**src/rtl/vga_timing_monitor.sv**
```systemverilog
// vga_timing_monitor: receive-side checker for a VGA sync stream.
// Measures HS/VS timing against the configured mode and tracks lock
// (SEARCH/ACQUIRE/LOCKED). While locked it recovers the pixel column and row.
// Optional build macro VGA_MON_CRC_EN adds a per-frame CRC-16-CCITT of the
// visible RGB pixels (frame_crc / crc_valid).
module vga_timing_monitor #(
   parameter int H_TOTAL     = 1056,
   parameter int H_SYNC      = 128,
   parameter int H_BACK      = 88,
   parameter int H_VISIBLE   = 800,
   parameter int V_TOTAL     = 628,
   parameter int V_SYNC      = 4,
   parameter int V_BACK      = 23,
   parameter int V_VISIBLE   = 600,
   parameter int SYNC_POL    = 1,
   parameter int LOCK_FRAMES = 2
) (
   input  logic        clock_40mhz,
   input  logic        reset,
   input  logic        horiz_sync_in,
   input  logic        vert_sync_in,
   input  logic [3:0]  red_in,
   input  logic [3:0]  green_in,
   input  logic [3:0]  blue_in,
   output logic        locked,
   output logic [1:0]  state,
   output logic        h_err,
   output logic        v_err,
   output logic [11:0] h_period,
   output logic [9:0]  v_lines,
   output logic [7:0]  loss_count,
   output logic [15:0] frame_count,
   output logic        video_active,
   output logic [9:0]  pixel_col,
   output logic [9:0]  pixel_row
`ifdef VGA_MON_CRC_EN
   ,
   output logic [15:0] frame_crc,
   output logic        crc_valid
`endif
);

   typedef enum logic [1:0] {
      SEARCH  = 2'b00,
      ACQUIRE = 2'b01,
      LOCKED  = 2'b10
   } mon_state_t;

   localparam logic        ACT_LVL = (SYNC_POL != 0);
   localparam logic [11:0] H_OFF   = 12'(H_SYNC + H_BACK);
   localparam logic [11:0] H_END   = 12'(H_SYNC + H_BACK + H_VISIBLE);
   localparam logic [11:0] H_TMO   = 12'(2 * H_TOTAL);
   localparam logic [9:0]  V_OFF   = 10'(V_SYNC + V_BACK);
   localparam logic [9:0]  V_END   = 10'(V_SYNC + V_BACK + V_VISIBLE);

   mon_state_t  state_q;
   logic        hs_q, vs_q;
   logic [11:0] h_cnt_q, h_cnt_d;
   logic [9:0]  v_cnt_q, v_cnt_d, v_cnt_plus;
   logic [9:0]  vw_cnt_q, vw_cnt_d;
   logic        h_meas_valid_q, v_meas_valid_q;
   logic        frame_bad_q, frame_bad_now;
   logic        h_err_q, v_err_q;
   logic [11:0] h_period_q;
   logic [9:0]  v_lines_q;
   logic [7:0]  good_cnt_q;
   logic [7:0]  loss_q;
   logic [15:0] frame_cnt_q;
   logic        active_q, active_d;
   logic [9:0]  col_q, col_d, row_q, row_d;

   logic hs_cur, vs_cur, hs_lead, hs_trail, vs_lead, vs_trail;
   logic h_err_now, v_per_bad, v_wid_bad, enter_search;

   // Edge detection, counter next-state, error evaluation and pixel recovery
   always_comb begin
      hs_cur    = horiz_sync_in ^ ~ACT_LVL;
      vs_cur    = vert_sync_in ^ ~ACT_LVL;
      hs_lead   = hs_cur & ~hs_q;
      hs_trail  = ~hs_cur & hs_q;
      vs_lead   = vs_cur & ~vs_q;
      vs_trail  = ~vs_cur & vs_q;

      h_cnt_d   = hs_lead ? '0 : ((h_cnt_q == '1) ? h_cnt_q : h_cnt_q + 12'd1);

      // HS edge is folded into the line count before the VS edge is judged
      v_cnt_plus = (hs_lead && (v_cnt_q != '1)) ? v_cnt_q + 10'd1 : v_cnt_q;
      v_cnt_d    = vs_lead ? '0 : v_cnt_plus;

      vw_cnt_d = vw_cnt_q;
      if (vs_lead)
         vw_cnt_d = hs_lead ? 10'd1 : 10'd0;
      else if (vs_cur && hs_lead && (vw_cnt_q != '1))
         vw_cnt_d = vw_cnt_q + 10'd1;

      h_err_now = h_meas_valid_q &&
                  ((hs_lead  && (({1'b0, h_cnt_q} + 13'd1) != 13'(H_TOTAL))) ||
                   (hs_trail && (({1'b0, h_cnt_q} + 13'd1) != 13'(H_SYNC)))   ||
                   (!hs_lead && (h_cnt_q == H_TMO)));
      v_per_bad = vs_lead  && v_meas_valid_q && (v_cnt_plus != 10'(V_TOTAL));
      v_wid_bad = vs_trail && v_meas_valid_q && (vw_cnt_q != 10'(V_SYNC));

      frame_bad_now = frame_bad_q | h_err_now | v_per_bad;
      enter_search  = (state_q == LOCKED) && (h_err_now || (vs_lead && frame_bad_now));

      // Recovery uses next-state counters so outputs line up with h_cnt/v_cnt
      active_d = (state_q == LOCKED) && !enter_search &&
                 (h_cnt_d >= H_OFF) && (h_cnt_d < H_END) &&
                 (v_cnt_d >= V_OFF) && (v_cnt_d < V_END);
      col_d    = active_d ? 10'(h_cnt_d - H_OFF) : '0;
      row_d    = active_d ? (v_cnt_d - V_OFF) : '0;
   end

   // Sync sampling, line/frame counters, measurements and sticky errors
   always_ff @(posedge clock_40mhz) begin
      if (reset) begin
         hs_q           <= 1'b0;
         vs_q           <= 1'b0;
         h_cnt_q        <= '0;
         v_cnt_q        <= '0;
         vw_cnt_q       <= '0;
         h_meas_valid_q <= 1'b0;
         v_meas_valid_q <= 1'b0;
         frame_bad_q    <= 1'b0;
         h_err_q        <= 1'b0;
         v_err_q        <= 1'b0;
         h_period_q     <= '0;
         v_lines_q      <= '0;
      end else begin
         hs_q     <= hs_cur;
         vs_q     <= vs_cur;
         h_cnt_q  <= h_cnt_d;
         v_cnt_q  <= v_cnt_d;
         vw_cnt_q <= vw_cnt_d;
         if (enter_search)
            h_meas_valid_q <= 1'b0;
         else if (hs_lead)
            h_meas_valid_q <= 1'b1;
         if (enter_search)
            v_meas_valid_q <= 1'b0;
         else if (vs_lead)
            v_meas_valid_q <= 1'b1;
         if (hs_lead && h_meas_valid_q)
            h_period_q <= (h_cnt_q == '1) ? h_cnt_q : h_cnt_q + 12'd1;
         if (vs_lead && v_meas_valid_q)
            v_lines_q <= v_cnt_plus;
         h_err_q     <= h_err_q | h_err_now;
         v_err_q     <= v_err_q | v_per_bad | v_wid_bad;
         frame_bad_q <= vs_lead ? 1'b0 : (frame_bad_q | h_err_now | v_wid_bad);
      end
   end

   // Lock state machine with loss and frame counters
   always_ff @(posedge clock_40mhz) begin
      if (reset) begin
         state_q     <= SEARCH;
         good_cnt_q  <= '0;
         loss_q      <= '0;
         frame_cnt_q <= '0;
      end else begin
         unique case (state_q)
            SEARCH: begin
               if (vs_lead) begin
                  state_q    <= ACQUIRE;
                  good_cnt_q <= '0;
               end
            end
            ACQUIRE: begin
               if (vs_lead) begin
                  if (frame_bad_now)
                     good_cnt_q <= '0;
                  else if ((good_cnt_q + 8'd1) >= 8'(LOCK_FRAMES)) begin
                     state_q    <= LOCKED;
                     good_cnt_q <= '0;
                  end else
                     good_cnt_q <= good_cnt_q + 8'd1;
               end
            end
            LOCKED: begin
               if (vs_lead)
                  frame_cnt_q <= frame_cnt_q + 16'd1;
               if (enter_search) begin
                  state_q <= SEARCH;
                  if (loss_q != '1)
                     loss_q <= loss_q + 8'd1;
               end
            end
            default: state_q <= SEARCH;
         endcase
      end
   end

   // Registered pixel position recovery
   always_ff @(posedge clock_40mhz) begin
      if (reset) begin
         active_q <= 1'b0;
         col_q    <= '0;
         row_q    <= '0;
      end else begin
         active_q <= active_d;
         col_q    <= col_d;
         row_q    <= row_d;
      end
   end

`ifdef VGA_MON_CRC_EN
   logic [15:0] crc_q, frame_crc_q;
   logic        crc_valid_q;

   function automatic logic [15:0] crc12_step(input logic [15:0] crc, input logic [11:0] d);
      logic [15:0] c;
      logic        fb;
      c = crc;
      for (int unsigned i = 0; i < 12; i++) begin
         fb = c[15] ^ d[11 - i];
         c  = {c[14:0], 1'b0} ^ (fb ? 16'h1021 : 16'h0000);
      end
      return c;
   endfunction

   // Per-frame CRC over visible pixels, published at each locked VS edge
   always_ff @(posedge clock_40mhz) begin
      if (reset) begin
         crc_q       <= 16'hFFFF;
         frame_crc_q <= '0;
         crc_valid_q <= 1'b0;
      end else begin
         crc_valid_q <= 1'b0;
         if (vs_lead) begin
            if (state_q == LOCKED) begin
               frame_crc_q <= crc_q;
               crc_valid_q <= 1'b1;
            end
            crc_q <= 16'hFFFF;
         end else if (active_d) begin
            crc_q <= crc12_step(crc_q, {red_in, green_in, blue_in});
         end
      end
   end

   assign frame_crc = frame_crc_q;
   assign crc_valid = crc_valid_q;
`else
   logic unused_rgb;
   assign unused_rgb = ^{red_in, green_in, blue_in};
`endif

   assign locked       = (state_q == LOCKED);
   assign state        = state_q;
   assign h_err        = h_err_q;
   assign v_err        = v_err_q;
   assign h_period     = h_period_q;
   assign v_lines      = v_lines_q;
   assign loss_count   = loss_q;
   assign frame_count  = frame_cnt_q;
   assign video_active = active_q;
   assign pixel_col    = col_q;
   assign pixel_row    = row_q;

endmodule
```
**config.mk**
```make
export PLATFORM = sky130hd
export DESIGN_NAME = vga_timing_monitor
export DESIGN_NICKNAME = d
export VERILOG_FILES = /design/src/rtl/vga_timing_monitor.sv
export SDC_FILE = /design/constraint.sdc
export NUM_CORES = 1
export LEC_CHECK = 0
export ABC_AREA = 1
export CELL_PAD_IN_SITES_DETAIL_PLACEMENT = 1
export CELL_PAD_IN_SITES_GLOBAL_PLACEMENT = 2
export CORE_MARGIN = 2
export CORE_UTILIZATION = 34
export CTS_BUF_LIST = sky130_fd_sc_hd__clkbuf_4 sky130_fd_sc_hd__clkbuf_8
export DETAILED_ROUTE_END_ITERATION = 8
export HOLD_SLACK_MARGIN = 0.12
export PLACE_DENSITY = 0.83
export SLEW_MARGIN = 25
export SYNTH_ARGS = -nofsm -noshare
export SYNTH_HDL_FRONTEND = slang
export SYNTH_SLANG_ARGS = --single-unit
```
**constraint.sdc**
```tcl
create_clock -name clock_40mhz -period 3.72 [get_ports clock_40mhz]
set_clock_uncertainty 0.05 [all_clocks]
set_input_delay 0.93 -clock clock_40mhz [delete_from_list [all_inputs] [get_ports clock_40mhz]]
set_output_delay 0.93 -clock clock_40mhz [all_outputs]
set_load 0.1 [all_outputs]
```
==> impl_summary.txt <==
----------------------------------------------------
[Power]
  Power Internal ... 0.00201 W
  Sw frac ... 29.8%
  Worst VDD drop ... 0.000212 V
  Combinational power share ... 12.9%
  Sequential group share of total power ... 45.2%
  Total power density per cell area ... 400 nW/um2
  Leakage dissipation ... 3.08 nW
  Net load switching power ... 0.000853 W
  Clock network fraction of design power ... 41.9%

[Critical path]
  Slowest library cell on the worst path ... sky130_fd_sc_hd__clkdlybuf4s50_1
  Critical path launch point ... horiz_sync_in
  Sequence of cells on the critical path ... clkdlybuf4s50_1 > inv_1 > nor2_8 > inv_2 > a21oi_2 > nand2_1 > nand3_1 > inv_1 > ha_1 > inv_1 > nand2_1 > nor2_1 > nor2_1 > o21ai_1 > o21ai_1 > nor2_1 > nand2_2 > buf_12 > a21oi_2
  Buf/Inv on CP ... 6
  Kind of cell with the highest combined delay on the critical path ... buffers and inverters
  Type of the worst setup path ... in2reg
  R2R Setup Slk ... 0.90 ns
  Critical Path Fanout Max ... 21
  Arrival time reported for the critical path endpoint ... 3.41 ns
  R2r startpoint ... v_cnt_q[0]
  CP max stage delay ... 0.46 ns
  Nature of the critical path endpoint ... flop
  Kind of start point of the critical path ... primary input
  Critical path required time ... 4.05 ns

[Synth]
  Synthesized netlist cell count ... 803
  Sequential-to-total area share from yosys stat ... 40.0%
  Post-synth top area share ... 40.0%
  Count of unique library cells instantiated by Yosys ... 47
  Total of warnings raised by yosys ... 0
  Yosys reg bits ... 116
  Post-synth EDFFs ... 0
  Cell type with the highest aggregate area in the netlist ... sky130_fd_sc_hd__dfxtp_1
  Cell area after synthesis ... 5810 um2
  Number of nets produced by synthesis ... 830
  Predominant post-synthesis flop cell ... sky130_fd_sc_hd__dfxtp_1
  Ranking of synthesized cells by area ... sky130_fd_sc_hd__dfxtp_1 (40%), sky130_fd_sc_hd__nand2_1 (9.6%), sky130_fd_sc_hd__inv_1 (7.0%), sky130_fd_sc_hd__nor2_1 (5.1%), sky130_fd_sc_hd__nand3_1 (4.7%)
  Async set or reset register ratio after synthesis ... 0%
  Post-synthesis average cell area ... 7.23 um2

[Floorplan]
  Count of standard-cell rows ... 47
  Number of top-level pins ... 88
  Die span in y ... 135 um
  Initial Utilization ... 34.9%
  Horiz. Die Dim ... 135 um
  Floorplan core area ... 16600 um2
  Area enclosed by the die boundary ... 18100 um2

[Routing]
  Total routed wire length on the met1 layer ... 7540 um
  DR vias ... 5545
  Routed wire per std cell ... 14.8 um
  Met3 WL ... 548 um
  Met2 wire length ... 8140 um
  Remaining antenna violation count after routing ... 0
  Iteration count of the initial detailed-routing pass ... 6
  Number of design rule violations left after detail routing ... 0
  Initial detailed-routing violation count ... 228
  Post-detailed-routing wire length ... 16600 um
  Average via count per standard cell ... 4.93
  Highest routed metal layer ... met4

[Final layout]
  Final-stage net count ... 918
  Most common cell after layout, fill and taps aside ... sky130_fd_sc_hd__nand2_1
  Fraction of layout instances using a drive strength above 1 ... 19.2%
  Number of fill cells ... 2100
  Commonest cells after routing, fill and taps aside ... sky130_fd_sc_hd__nand2_1 (149), sky130_fd_sc_hd__dfxtp_1 (116), sky130_fd_sc_hd__inv_1 (109)
  ANT cells ... 0
  Layout overhead on the synthesized area ... 23.1%

[Place]
  Number of input and output port buffers inserted ... 75
  Setup slack after placement ... 0.155 ns
  Placed wire-length estimate ... 12800 um
  Final GP Congestion ... 0.812

[Timing]
  Min cycle time layout ... 3.08 ns
  Number of hold violations in the final report ... 0
  Worst slack on hold paths ... 0.400 ns
  Portion of the clock cycle consumed by the worst path in the final layout ... 82.7%
  Maximum achievable frequency ... 325 MHz
  Number of slew-limit violations in the final report ... 0
  Setup repair after global routing missed its margin ... no
  Count of endpoints failing setup in the final report ... 0
  Final TNS setup ... 0 ns
  Worst max-slew margin expressed relative to the limit ... 33.4%
  PnR worst setup slack ... 0.642 ns
  Transition time at the pin with the least slew margin ... 0.995 ns

[Clocking]
  Hold bufs inserted after CTS ... 0
  Worst-skew pair later-pin latency ... 0.45 ns
  CTS tree ... done
  Number of buffers created by CTS ... 17
  Number of gates resized after cts ... 0
  Clock sink count ... 116
  Setup Fix Bufs, Post-CTS ... 0
  Buffer levels on the longest clock path ... 2
  Cell chosen for the clock root ... sky130_fd_sc_hd__clkbuf_8
  Clock-pin slew of the registers on the worst-case setup and hold paths ... 0.07 ns
  Depth of the CTS H-tree ... 4

[Run]
  Count of max-cap constraint violations ... 0

[GRT]
  Number of global-route vias before repair ... 5582
  Pin count of the biggest net entering global routing ... 36
  Residual overflow from global routing ... 0
  Overall global routing resource usage ... 19.1%
  First-pass GRT wire length ... 27600 um
  Number of antenna violations at the first check in global routing ... 0

[Run status]
  Run status ... completed

[Min path]
  Classification of the worst-slack hold path ... reg2reg
  Worst Min Path Start ... h_err

----------------------------------------------------
-- final cells by class --
cell class / count / area, um2 / area share [%]
Timing Repair Buffer: 87 / 748 / 10.5
Tap cell: 220 / 275 / 3.85
Multi-Input combinational cell: 548 / 2950 / 41.2
Inverter: 121 / 454 / 6.35
Clock inverter: 12 / 130 / 1.82
Sequential cell: 116 / 2320 / 32.5
Clock buffer: 20 / 275 / 3.85
-- kinds of logic after synthesis --
family                   synth area share [%]
AO/OA/AOI/OAI                            13.0
adder cells (fa/ha/maj)                  2.37
flip-flops                               40.0
XOR/XNOR                                 1.81
buffers and inverters                    9.29
AND/OR/NAND/NOR                          33.5
-- through the flow --
step	util [%]	instances	power, W	area (um2)
floorplan	-	803	0.00160	5810
global placement	40.5	1092	0.00169	6750
detailed placement	40.5	1092	0.00169	6750
CTS	43.0	1124	0.00290	7150
global route	43.0	1124	0.00298	7150
finish	43.0	1124	0.00286	7150
-- power groups by stage --
stage	combinational [W]	sequential, W	clock (W)
4_1_cts	0.000373	0.00129	0.00123
3_3_place_gp	0.000366	0.00132	0
3_5_place_dp	0.000372	0.00132	0
6_report	0.000368	0.00129	0.00120
2_1_floorplan	0.000150	0.00145	0
5_1_grt	0.000399	0.00130	0.00128
-- cell usage after synthesis, drive strengths merged (8+ instances only) --
cell and count:
o21ai 46, o211ai 10, nand2 171, dfxtp 116
xor2 8, nor2 109, clkbuf 12, nand4 20
a21oi 53, inv 120, nand3 59, ha 11
nor3 18
-- per-layer routing --
layer | up-vias | track usage [%]
met1 | 2645 | 23.2
met4 | 0 | 7.54
met5 | - | 0
met2 | 93 | 32.8
met3 | 29 | 4.20
li1 | 2778 | -
-- worst reg2reg max path, cell delays in order (launching register included) --
cell and delay (ns):
sky130_fd_sc_hd__dfxtp_1 0.39, sky130_fd_sc_hd__ha_1 0.27, sky130_fd_sc_hd__nand3_2 0.12, sky130_fd_sc_hd__nor2_4 0.17, sky130_fd_sc_hd__nand2_4 0.12, sky130_fd_sc_hd__nand2_8 0.12, sky130_fd_sc_hd__nand2_1 0.07, sky130_fd_sc_hd__o21ai_2 0.07
sky130_fd_sc_hd__inv_1 0.07, sky130_fd_sc_hd__nand2_1 0.07, sky130_fd_sc_hd__inv_1 0.04, sky130_fd_sc_hd__ha_1 0.22, sky130_fd_sc_hd__inv_1 0.09, sky130_fd_sc_hd__nand2_1 0.07, sky130_fd_sc_hd__nor2_1 0.10, sky130_fd_sc_hd__nor2_1 0.06
sky130_fd_sc_hd__o21ai_1 0.11, sky130_fd_sc_hd__o21ai_1 0.07, sky130_fd_sc_hd__nor2_1 0.11, sky130_fd_sc_hd__nand2_2 0.08, sky130_fd_sc_hd__buf_12 0.17, sky130_fd_sc_hd__a21oi_2 0.12
-- state kept, by name, indices dropped and copies added (netlist names), 10 cells and up --
name,cells
frame_count,16
pixel_row,10
vw_cnt_q,10
h_cnt_q,12
h_period,12
v_lines,10
v_cnt_q,10
pixel_col,10
-- final timing paths --
kind / cells past startpoint / end
setup / recovery: 19 / pixel_col[5]
hold / removal: 2 / h_err
setup reg to reg: 21 / pixel_col[5]
hold reg to reg: 2 / h_err
Note: power is estimated with default switching activity, not from simulation.
